==> config.mk <==
export PLATFORM = sky130hd
export DESIGN_NAME = cpu_phase_seq
export DESIGN_NICKNAME = d
export VERILOG_FILES = /design/src/rtl/cpu_phase_seq.sv
export SDC_FILE = /design/constraint.sdc
export NUM_CORES = 1
export LEC_CHECK = 0
export CAP_MARGIN = 10
export CORE_MARGIN = 2
export CORE_UTILIZATION = 47
export CTS_BUF_LIST = sky130_fd_sc_hd__clkbuf_16
export CTS_CLUSTER_DIAMETER = 50
export DETAILED_ROUTE_END_ITERATION = 8
export GPL_ROUTABILITY_DRIVEN = 1
export PLACE_DENSITY = 0.81
export SYNTH_ARGS = -nofsm -noshare
export SYNTH_HDL_FRONTEND = slang
export SYNTH_SLANG_ARGS = --single-unit
==> constraint.sdc <==
create_clock -name clk -period 4 [get_ports clk]
set_input_delay 0.8 -clock clk [delete_from_list [all_inputs] [get_ports clk]]
set_output_delay 0.8 -clock clk [all_outputs]
set_load 0.02 [all_outputs]
==> src/rtl/cpu_phase_seq.sv <==
// Machine-cycle timing generator for the simple CPU.
// Produces the 2-bit phase code and strobe enable for the downstream 2-to-4
// phase decoder, with run/halt/single-step control, stall hold and a
// retired-instruction counter.
//
// state | meaning
// ------+-------------------------------------------------------------
// IDLE  | not executing; waits for start, phase parked at 0
// RUN   | stepping phases 0..3; stall holds the phase, no strobe
// PAUSE | single-step wait between instructions; step releases one
module cpu_phase_seq #(
    parameter int CNT_W = 8
) (
    input  logic             clk,
    input  logic             rst,
    input  logic             start,
    input  logic             halt_req,
    input  logic             step_mode,
    input  logic             step,
    input  logic             stall,
    output logic             I0,
    output logic             I1,
    output logic             En,
    output logic             instr_done,
    output logic             running,
    output logic [CNT_W-1:0] instr_cnt
);

    typedef enum logic [1:0] {
        IDLE  = 2'd0,
        RUN   = 2'd1,
        PAUSE = 2'd2
    } state_t;

    state_t           state, state_nxt;
    logic [1:0]       phase, phase_nxt;
    logic             halt_pend, halt_pend_nxt;
    logic [CNT_W-1:0] cnt_nxt;

    // State, phase, pending-halt flag and retired count registers
    always_ff @(posedge clk or posedge rst) begin
        if (rst) begin
            state     <= IDLE;
            phase     <= 2'd0;
            halt_pend <= 1'b0;
            instr_cnt <= '0;
        end else begin
            state     <= state_nxt;
            phase     <= phase_nxt;
            halt_pend <= halt_pend_nxt;
            instr_cnt <= cnt_nxt;
        end
    end

    // Next-state logic: a halt only takes effect at the instruction boundary
    always_comb begin
        state_nxt     = state;
        phase_nxt     = phase;
        halt_pend_nxt = halt_pend;
        cnt_nxt       = instr_cnt;
        case (state)
            IDLE: begin
                phase_nxt = 2'd0;
                if (start) begin
                    state_nxt     = RUN;
                    halt_pend_nxt = halt_req;
                end
            end
            RUN: begin
                if (halt_req) halt_pend_nxt = 1'b1;
                if (!stall) begin
                    if (phase == 2'd3) begin
                        cnt_nxt   = instr_cnt + CNT_W'(1);
                        phase_nxt = 2'd0;
                        if (halt_pend || halt_req) begin
                            state_nxt     = IDLE;
                            halt_pend_nxt = 1'b0;
                        end else if (step_mode) begin
                            state_nxt = PAUSE;
                        end
                    end else begin
                        phase_nxt = phase + 2'd1;
                    end
                end
            end
            PAUSE: begin
                phase_nxt     = 2'd0;
                halt_pend_nxt = 1'b0;
                // halt has priority over a simultaneous step
                if (halt_req)  state_nxt = IDLE;
                else if (step) state_nxt = RUN;
            end
            default: begin
                state_nxt     = IDLE;
                phase_nxt     = 2'd0;
                halt_pend_nxt = 1'b0;
            end
        endcase
    end

    // Decoder drive: strobe only in non-stalled RUN cycles
    always_comb begin
        running    = (state == RUN);
        En         = running & ~stall;
        instr_done = running & ~stall & (phase == 2'd3);
        I0         = phase[0];
        I1         = phase[1];
    end

endmodule

* Word-level counts from Yosys, hierarchy flattened
Cells that the tools add are included.
** Cells by class
- Add/sub/neg operators :: 2
- Multipliers :: 0
- Div/mod/pow operators :: 0
- Magnitude comparators :: 0
- Equal/unequal tests :: 8
- Shift operators :: 0
- Multiplexer cells :: 17
- Bitwise logic cells :: 3
- Reductions and logical operators :: 4
** Operators by type and width (count)
- 2-bit two-way mux :: 10
- 8-bit by 1-bit adder with 8-bit output (second input constant) :: 1
- 2-bit one-hot mux with 3 select lines :: 1
- 1-bit two-way mux :: 5
- 5-bit AND reduction :: 1
- 2-bit equality test (second input constant) :: 2
- 2-bit inequality test (second input constant) :: 2
- 3-bit by 2-bit inequality test with 1-bit output (second input constant) :: 1
- 3-bit inequality test (second input constant) :: 1
- 3-bit AND reduction :: 1
- 2-bit by 1-bit adder with 2-bit output (second input constant) :: 1
- 1-bit AND :: 2
- 2-bit by 1-bit equality test with 1-bit output (second input constant) :: 1
- 2-bit zero test :: 1
- 2-bit by 1-bit inequality test with 1-bit output (second input constant) :: 1
- 1-bit one-hot mux with 2 select lines :: 1
- 1-bit logical OR :: 1
- 1-bit NOT :: 1
** Storage, ports and cells
- Flip-flop bits (word level) :: 13
- Bits in latches :: 0
- RAM bits :: 0
- Memory bits (read-only) :: 0
- Output and inout port bits :: 13
- Word-level logic and storage cells :: 38
- Memories :: 0

* Depth between registers and ports, before layout
Gate-level depths: netlist of the first run.
- Depth after elaboration :: 5
- Depth in mapped cells :: 5
- Gate-level depth less buffers :: 4

* Least setup slack after synthesis of the first run
Ideal clock, no wire load.
- Path kind :: input-to-output
- From :: input stall
- To :: output instr_done
- Data arrival time :: 1.264 ns
- Path slack :: 1.936 ns
- Stages :: 2
- Buffers on the path :: 1
- Cells stage by stage :: nor4bb_1 > buf_2
** On the way
- Word-level cells in the longest chain between the ends :: 3
** RTL lines
- start: declaration :: RTL line 20 : input logic stall,
- 1-bit NOT (no line)
- 1-bit AND (2 in a row) :: RTL line 105 : instr_done = running & ~stall & (phase == 2'd3);
- end: declaration :: RTL line 24 : output logic instr_done,
No other way between the ends.

* Final worst setup path of the first run
Same ends and word-level chain as after synthesis.

==> impl_metrics.tcl, run 1 <==
set metrics [dict create \
    status "complete, no violations" \
    cts_buffers 3 \
    synth_top_cell_by_area "dfrtp_1" \
    core_um2 1280 \
    grt.overflow.total 0 \
    yosys.area_share.xor_xnor 0.0970 \
    hold_viol 0 \
    finClkSkew_ns 0.000803 \
    layout_common_cells "clkdlybuf4s50_1 (19), dfrtp_1 (13), nor2_1 (7)" \
    yosys_warnings 0 \
    dieHeight_um 40.7 \
    insertion_delay_ns 0.24 \
    postSynthCellCount 59 \
    htree_levels 1 \
    peakVddDrop_v 0.000362 \
    worstPathMaxFanout 7 \
    rsz0062_at_grt "no" \
    hpwl_um 927 \
    yosys.area_share.simple 0.218 \
    grt_pass1_wl_um 2140 \
    netlist_area_um2 632 \
    drv_cap 0 \
    start_util 0.492 \
    fin_cells 97 \
    power_leakage_uw 0.000413 \
    num_io_pins 20 \
    startpoint_type "primary input" \
    synthTopCellsByArea "dfrtp_1 (51%), xor2_1 (5.5%), nor2_1 (4.2%), xnor2_1 (4.2%), ha_1 (4.0%)" \
    fmaxAchievable_mhz 313 \
    hp-class "register to register" \
    mostFrequentLayoutCell "clkdlybuf4s50_1" \
    grt_max_degree 14 \
    dp_slack_ns 0.794 \
    first_global_vias 495 \
    synth_cell_type_count 24 \
    synth_compound_area_frac 0.0554 \
    layout_setup_ws_ns 0.806 \
    layout-drive-gt1-share 0.0732 \
    fin_hold_ws_ns 0.471 \
    dieArea_um2 1650 \
    multi_input_area_um2 290 \
    critical_path_class "primary input to output pin" \
    max_slew.worst_pin.slew_ns 0.501 \
    synthAdderAreaFrac 0.0396 \
    fin_setup_tns_ns 0 \
    antenna_cells 0 \
    cp_data_required_time_ns 3.20 \
    fin_nets 92 \
    rows 13 \
    cellPowerDensity_nw_per_um2 617 \
    gp_congestion 0.737 \
    initialDrtViolationCount 3 \
    vias_per_cell 5.29 \
    p_comb_frac 0.323 \
    synth_top_family_by_area "simple AND/OR/NAND/NOR gates" \
    yosys-mux-area-fraction 0.0495 \
    synth.ff_latch_count 13 \
    clockBufferDepth 2 \
    place_inst 93 \
    worstSetupEndpointType "output pin" \
    first_pass_iters 4 \
    root_buffer "clkbuf_16" \
    seq_area_frac_synth 0.515 \
    avgSynthCellArea_um2 10.7 \
    cts_tree "built" \
    antenna_found_initial 0 \
    critPathArrivalTime_ns 2.39 \
    die_w_um 40.7 \
    min_period_ns 3.19 \
    grt_usage 0.200 \
    ant_nets 0 \
    cts_setup_buffers 0 \
    wl_per_cell_um 13.1 \
    swShare 0.318 \
    maxSlewHeadroom 0.665 \
    synthToLayoutAreaGrowth_pct 46.1 \
    power.switching_uw 181 \
    n_fill_cell 102 \
    drc_errors 0 \
    path_clk_slew_ns 0.04 \
    clock-sinks 13 \
    internal-power_uw 389 \
    portBuffers 19 \
    clock_power_share 0.325 \
    fin_crit_sh 0.799 \
    yosysTopAreaCellShare 0.515 \
    cts_resized 0 \
    cts_hold_buffers 0 \
    synth_nets 68 \
    power_frac_seq 0.351 \
    drt_wl_total_um 1270 \
    final-setup-viol-count 0 \
    num_vias 513 \
    seqCellArea_um2 325 \
    final_max_slew_viol_count 0 \
]
registers in the layout, indices dropped and copies added, names as in the netlist:
signal	cells
state	2
instr_cnt	8
halt_pend	1
phase	2
power by group through the flow:
stage | Clock (uW) | Sequential, uW | Combinational [uW]
2_1_floorplan | 0 | 224 | 75.8
3_3_place_gp | 0 | 200 | 181
3_5_place_dp | 0 | 202 | 187
4_1_cts | 187 | 201 | 187
5_1_grt | 196 | 206 | 202
6_report | 186 | 200 | 184
logic make-up (layout without fill, tap and decap cells):
group	Yosys count	in the layout
muxes	3	3
and+or+nand+nor	25	25
buffers and inverters	4	27
adders and majority gates	2	2
AOI/OAI and AO/OA	5	5
xor gates and xnor gates	7	7
DFF	13	13
final timing paths:
| path | startpoint | slack, ns | cells past startpoint | end |
|---|---|---|---|---|
| setup / recovery | stall | 0.81 | 4 | instr_done |
| setup reg to reg | phase[0] | 2.49 | 4 | instr_cnt[1] |
| min in group asynchronous | rst | 0.92 | 2 | state[1] |
| max in group asynchronous | rst | 2.75 | 2 | phase[0] |
| hold / removal | instr_cnt[7] | 0.47 | 1 | instr_cnt[7] |
| hold reg to reg | instr_cnt[7] | 0.47 | 1 | instr_cnt[7] |
final cells by class:
| cell class | count | area share |
|---|---|---|
| repair buffers | 20 | 0.214 |
| inverters | 3 | 0.0122 |
| clock inverters | 1 | 0.00542 |
| clock buffers | 3 | 0.0813 |
| flip-flops and latches | 13 | 0.352 |
| well taps | 15 | 0.0203 |
| multi-input cells | 42 | 0.314 |
worst max-delay path, stage by stage:
cell,delay [ns]
clkdlybuf4s50_1,0.51
nor4bb_1,0.29
buf_4,0.19
clkdlybuf4s50_1,0.60
per-layer routing:
layer	track usage	share of wire	wire, um	vias up
li1	-	-	-	252
met1	0.238	0.47	598	247
met5	0	0	0	-
met2	0.357	0.49	617	14
met3	0.0489	0.042	54	0
met4	0.0500	0	0	0
synthesized netlist by cell type:
master / instances
dfrtp_1: 13
nor2_1: 7
nor3_1: 4
xor2_1: 4
inv_1: 3
nand2_1: 3
xnor2_1: 3
ha_1: 2
mux2i_1: 2
nand3_1: 2
nand3b_1: 2
nand4_1: 2
a21oi_1: 1
a32oi_1: 1
buf_2: 1
mux2_1: 1
nand2b_1: 1
nor2b_1: 1
nor3b_1: 1
nor4_2: 1
nor4bb_1: 1
o211a_1: 1
o21ai_0: 1
o22ai_1: 1
through the flow:
stage                util  power (uW)  instance area (um2)
finish              0.719         570                  923
global route        0.719         604                  923
CTS                 0.719         575                  923
detailed placement  0.656         389                  843
global placement    0.656         381                  843
floorplan               -         299                  632
No activity file was read; power rests on OpenSTA's default activity.
==> run 2, diff against run 1 <==
--- a/config.mk
+++ b/config.mk
@@ -7,12 +7,12 @@
 export LEC_CHECK = 0
 export CAP_MARGIN = 10
 export CORE_MARGIN = 2
-export CORE_UTILIZATION = 47
+export CORE_UTILIZATION = 39
 export CTS_BUF_LIST = sky130_fd_sc_hd__clkbuf_16
 export CTS_CLUSTER_DIAMETER = 50
 export DETAILED_ROUTE_END_ITERATION = 8
 export GPL_ROUTABILITY_DRIVEN = 1
-export PLACE_DENSITY = 0.81
+export PLACE_DENSITY = 0.72
 export SYNTH_ARGS = -nofsm -noshare
 export SYNTH_HDL_FRONTEND = slang
 export SYNTH_SLANG_ARGS = --single-unit
==> constraint.sdc (replaced) <==
create_clock -name clk -period 2.6 [get_ports clk]
set_input_delay 0.52 -clock clk [delete_from_list [all_inputs] [get_ports clk]]
set_output_delay 0.52 -clock clk [all_outputs]
set_load 0.02 [all_outputs]
==> impl_metrics.tcl, run 2 (synthesis gave the netlist of run 1 again) <==
set metrics [dict create \
    path_clk_slew_ns 0.04 \
    root_buffer "clkbuf_16" \
    seqCellArea_um2 325 \
    insertion_delay_ns 0.24 \
    maxSlewHeadroom 0.676 \
    r2r_cells 4 \
    timing.critical_path.buf_inv 2 \
    worstHoldEndpoint "instr_cnt[7]" \
    antenna_cells 0 \
    rows 14 \
    critical_path_class "primary input to output pin" \
    power_leakage_uw 0.000420 \
    cts_buffers 3 \
    cp_slowest_cell "clkdlybuf4s50_1" \
    mostFrequentLayoutCell "clkdlybuf4s50_1" \
    layout-drive-gt1-share 0.0843 \
    initialDrtViolationCount 3 \
    dieArea_um2 1960 \
    top_register "instr_cnt" \
    cp_data_required_time_ns 2.08 \
    dpl_cell_area_um2 852 \
    cts_hold_buffers 0 \
    crit_path_cell_trace "clkdlybuf4s50_1 -> nor4bb_2 -> clkdlybuf4s50_1" \
    first_pass_iters 6 \
    rrSetupSlack_ns 0.93 \
    ant_nets 0 \
    drc_errors 0 \
    portBuffers 19 \
    hp-start "instr_cnt[7]" \
    drv_cap 0 \
    drt_wl_total_um 1230 \
    peakVddDrop_v 0.000514 \
    num_vias 516 \
    fin_crit_sh 0.970 \
    worstSetupEndpointType "output pin" \
    startpoint_type "primary input" \
    largestRegisters "instr_cnt x8, phase x2, state x2" \
    first_global_vias 513 \
    grt_usage 0.152 \
    htree_levels 1 \
    die_w_um 44.3 \
    multi_input_area_um2 297 \
    grt.overflow.total 0 \
    clockBufferDepth 2 \
    synthToLayoutAreaGrowth_pct 48.3 \
    largest_reg_flops 8 \
    crit_family "buffers and inverters" \
    max_slew.worst_pin.slew_ns 0.485 \
    core_um2 1510 \
    cts_tree "built" \
    n_fill_cell 141 \
    gp_congestion 0.690 \
    wl_per_cell_um 12.4 \
    place_inst 95 \
    antenna_found_initial 0 \
    clock-sinks 13 \
    hold_viol 0 \
    layout_common_cells "clkdlybuf4s50_1 (19), dfrtp_1 (13), nor2_1 (7)" \
    met1_usage 0.177 \
    hpwl_um 892 \
    crit_path_frequent_cell "clkdlybuf4s50_1" \
    finClkSkew_ns 0.00241 \
    start_util 0.419 \
    reg2reg_to "instr_cnt[1]" \
    worstPathMaxFanout 2 \
    cellPowerDensity_nw_per_um2 932 \
    dieHeight_um 44.3 \
    final_area_um2 937 \
    num_io_pins 20 \
    final_max_slew_viol_count 0 \
    reg2reg_from "phase[0]" \
    fmaxAchievable_mhz 396 \
    status "complete, no violations" \
    grt_max_degree 14 \
    vias_per_cell 5.21 \
    use_met3 0.0367 \
    busiest_layer "met2" \
    grt_pass1_wl_um 2150 \
    final-setup-viol-count 0 \
    whs_path_depth 1 \
    cpPeakStageDelay_ns 0.67 \
    critPathArrivalTime_ns 2.00 \
    fin_cells 99 \
    fin_nets 93 \
    use_met2 0.259 \
    min_period_ns 2.52 \
    hp-class "register to register" \
]
[run 2: changes by cell type in the layout (fill, tap and decap cells not counted), sizes merged]
cell	delta
clkinv	-1
buf	+1
inv	+1
[run 2: final cells by class]
class                      instances  area share
timing repair buffer              21       0.219
sequential                        13       0.347
clock inverter                     1     0.00401
tap                               16      0.0214
inverter                           3      0.0120
clock buffer                       3      0.0801
multi-input combinational         42       0.316
[run 2: worst max-delay path by stage]
stage	cells past startpoint	start	endpoint	slack, ns
floorplan	3	phase[0]	instr_done	0.90
global placement	3	stall	instr_done	0.09
detailed placement	3	stall	instr_done	0.05
CTS	3	stall	instr_done	0.05
global route	3	stall	instr_done	-0.01
finish	3	stall	instr_done	0.08
[run 2: worst register-to-register path, stage by stage (launching register included)]
cell,delay (ns)
dfrtp_1,0.39
ha_1,0.23
nor4bb_2,0.39
buf_4,0.22
mux2_1,0.32
[run 2: per-stage QoR]
step                hold slack, ns  total power (uW)   util  setup WS [ns]  setup TNS (ns)
finish                       0.460               873  0.622         0.0772               0
CTS                          0.465               883  0.618         0.0457               0
global placement             0.456               589  0.566         0.0939               0
global route                 0.495               931  0.622        -0.0104         -0.0104
detailed placement           0.456               594  0.566         0.0457               0
floorplan                    0.397               460      -          0.901               0
[run 2: layer usage]
| metal | part of all wire | wire (um) |
|---|---|---|
| met1 | 0.42 | 512 |
| met2 | 0.51 | 623 |
| met3 | 0.065 | 80 |
| met4 | 0.011 | 13 |
| met5 | 0 | 0 |
[run 2: repair_timing]
item / 4_1_cts / 5_1_grt
setup buffers: 0 / 0
endpoints found under the setup margin: 0 / 1
resized for setup: 0 / 1
[run 2: power by group]
group / internal [uW] / switching (uW) / leakage, uW
logic: 145 / 140 / 0.000210
registers: 251 / 57.5 / 0.000168
clock network: 202 / 78.0 / 0.0000423
total: 598 / 275 / 0.000420
==> RTL edit (config.mk and constraints of run 1) <==
The parameter `CNT_W` goes from 8 to 12.
--- a/src/rtl/cpu_phase_seq.sv
+++ b/src/rtl/cpu_phase_seq.sv
@@ -10,5 +10,5 @@
 // PAUSE | single-step wait between instructions; step releases one
 module cpu_phase_seq #(
-    parameter int CNT_W = 8
+    parameter int CNT_W = 12
 ) (
     input  logic             clk,
Interface: changed (resized instr_cnt); port bits go from 20 to 24. The function was not compared with the original's and may differ.
==> RTL edit against run 1 <==
Worst hold slack got worse by 5.7 ps. Sequential cell count up 4. Setup slack lost 56 ps. Via count is 37% higher. Clock power up 7%. Final cell count increased by 35%. Total power increased by 21%. Area after synthesis increased by 35%. Count of clock-buffer cells in the layout unchanged. Routed wire length up 48%. Final area increased by 29%.
==> RTL edit: results (changes against run 1) <==
stage	metric	value	unit	change
floorplan	taps	25		was 15
global_routing	grtUsageMet3	3.53	%	was 4.89%
timing	tightest_slew	640	ps	was 501 ps
place	placedCellCount	127		was 93
finish	inverters	5		was 3
synthesis	syn_nets	89		was 68
timing	finClkSkew	1.44	ps	was 0.803 ps
finish	n_sequential_cell	17		was 13
detailed_routing	routed_wl	1880	um	was 1270 um
finish	nets	116		was 92
finish	top_regs	instr_cnt x12, phase x2, state x2		was instr_cnt x8, phase x2, state x2
synthesis	synthXorXnorAreaFrac	11.3	%	was 9.70%
power_and_ir_drop	internal_power	450	uW	was 389 uW
global_routing	grt_pass1_vias	648		was 495
synthesis	synth_commonest_cells	dfrtp_1 (17), xnor2_1 (9), nand2_1 (7), nand4_1 (7), nor2_1 (6)		was dfrtp_1 (13), nor2_1 (7), nor3_1 (4), xor2_1 (4)
place	dp_slack	776	ps	was 794 ps
finish	clock_area_share	6.74	%	was 8.67%
finish	layout-drive-gt1-share	5.66	%	was 7.32%
finish	seq-cell-share	35.8	%	was 35.2%
finish	multi_input_area_share	33.9	%	was 31.4%
status	outcome	complete, no violations		unchanged
power_and_ir_drop	power_leakage	0.514	nW	was 0.413 nW
detailed_routing	dr_total_vias	701		was 513
detailed_routing	routedLengthMet1	896	um	was 598 um
global_routing	use_met1	29.9	%	was 23.8%
detailed_routing	wire_per_inst	14.4	um	was 13.1 um
finish	register_area	425	um2	was 325 um2
power_and_ir_drop	pg_clk	199	uW	was 186 uW
power_and_ir_drop	pg_seq	259	uW	was 200 uW
setup_path	worstPathMaxFanout	10		was 7
finish	fill_cells	125		was 102
setup_path	worstPathArrival	2450	ps	was 2390 ps
synthesis	synth.area.top_cells	dfrtp_1 (50%), xnor2_1 (9.3%), nand4_1 (5.1%)		was dfrtp_1 (51%), xor2_1 (5.5%), nor2_1 (4.2%)
place	placed_area	1110	um2	was 843 um2
detailed_routing	drtIter0Drc	14		was 3
global_routing	use_met2	29.4	%	was 35.7%
place	dpl.hpwl	1290	um	was 927 um
finish	n_all_buffers	23		was 20
global_routing	top_usage_layer	met1		was met2
global_routing	grt_pass1_wl	3040	um	was 2140 um
power_and_ir_drop	power_density	579	nW/um2	was 617 nW/um2
detailed_routing	top_layer	met4		was met3
detailed_routing	dr_wl_met3	70	um	was 54 um
synthesis	synthMuxAreaShare	1.18	%	was 4.95%
setup_path	cp_slowest_stage_delay	630	ps	was 600 ps
[RTL edit: changes by cell type in the layout (fill, tap and decap cells not counted), sizes merged, moves of 2 or more]
cell	before	now
and3	0	3
and4	0	2
clkdlybuf4s50	19	23
dfrtp	13	17
inv	3	5
nand2	3	7
nand3b	2	0
nand4	2	7
nor3	4	1
xnor2	3	9
xor2	4	2
[RTL edit: worst paths after layout]
check,depth (start not counted),startpoint,end,slack (ps)
max,4,stall,instr_done,750
min,1,instr_cnt[11]$_DFFE_PP0P_,instr_cnt[11]$_DFFE_PP0P_,470
max reg2reg,4,phase[0]$_DFFE_PP0P_,instr_cnt[11]$_DFFE_PP0P_,2570
min reg2reg,1,instr_cnt[11]$_DFFE_PP0P_,instr_cnt[11]$_DFFE_PP0P_,470
max in group asynchronous,2,rst,instr_cnt[6]$_DFFE_PP0P_,2650
min in group asynchronous,2,rst,halt_pend$_DFFE_PP0P_,950
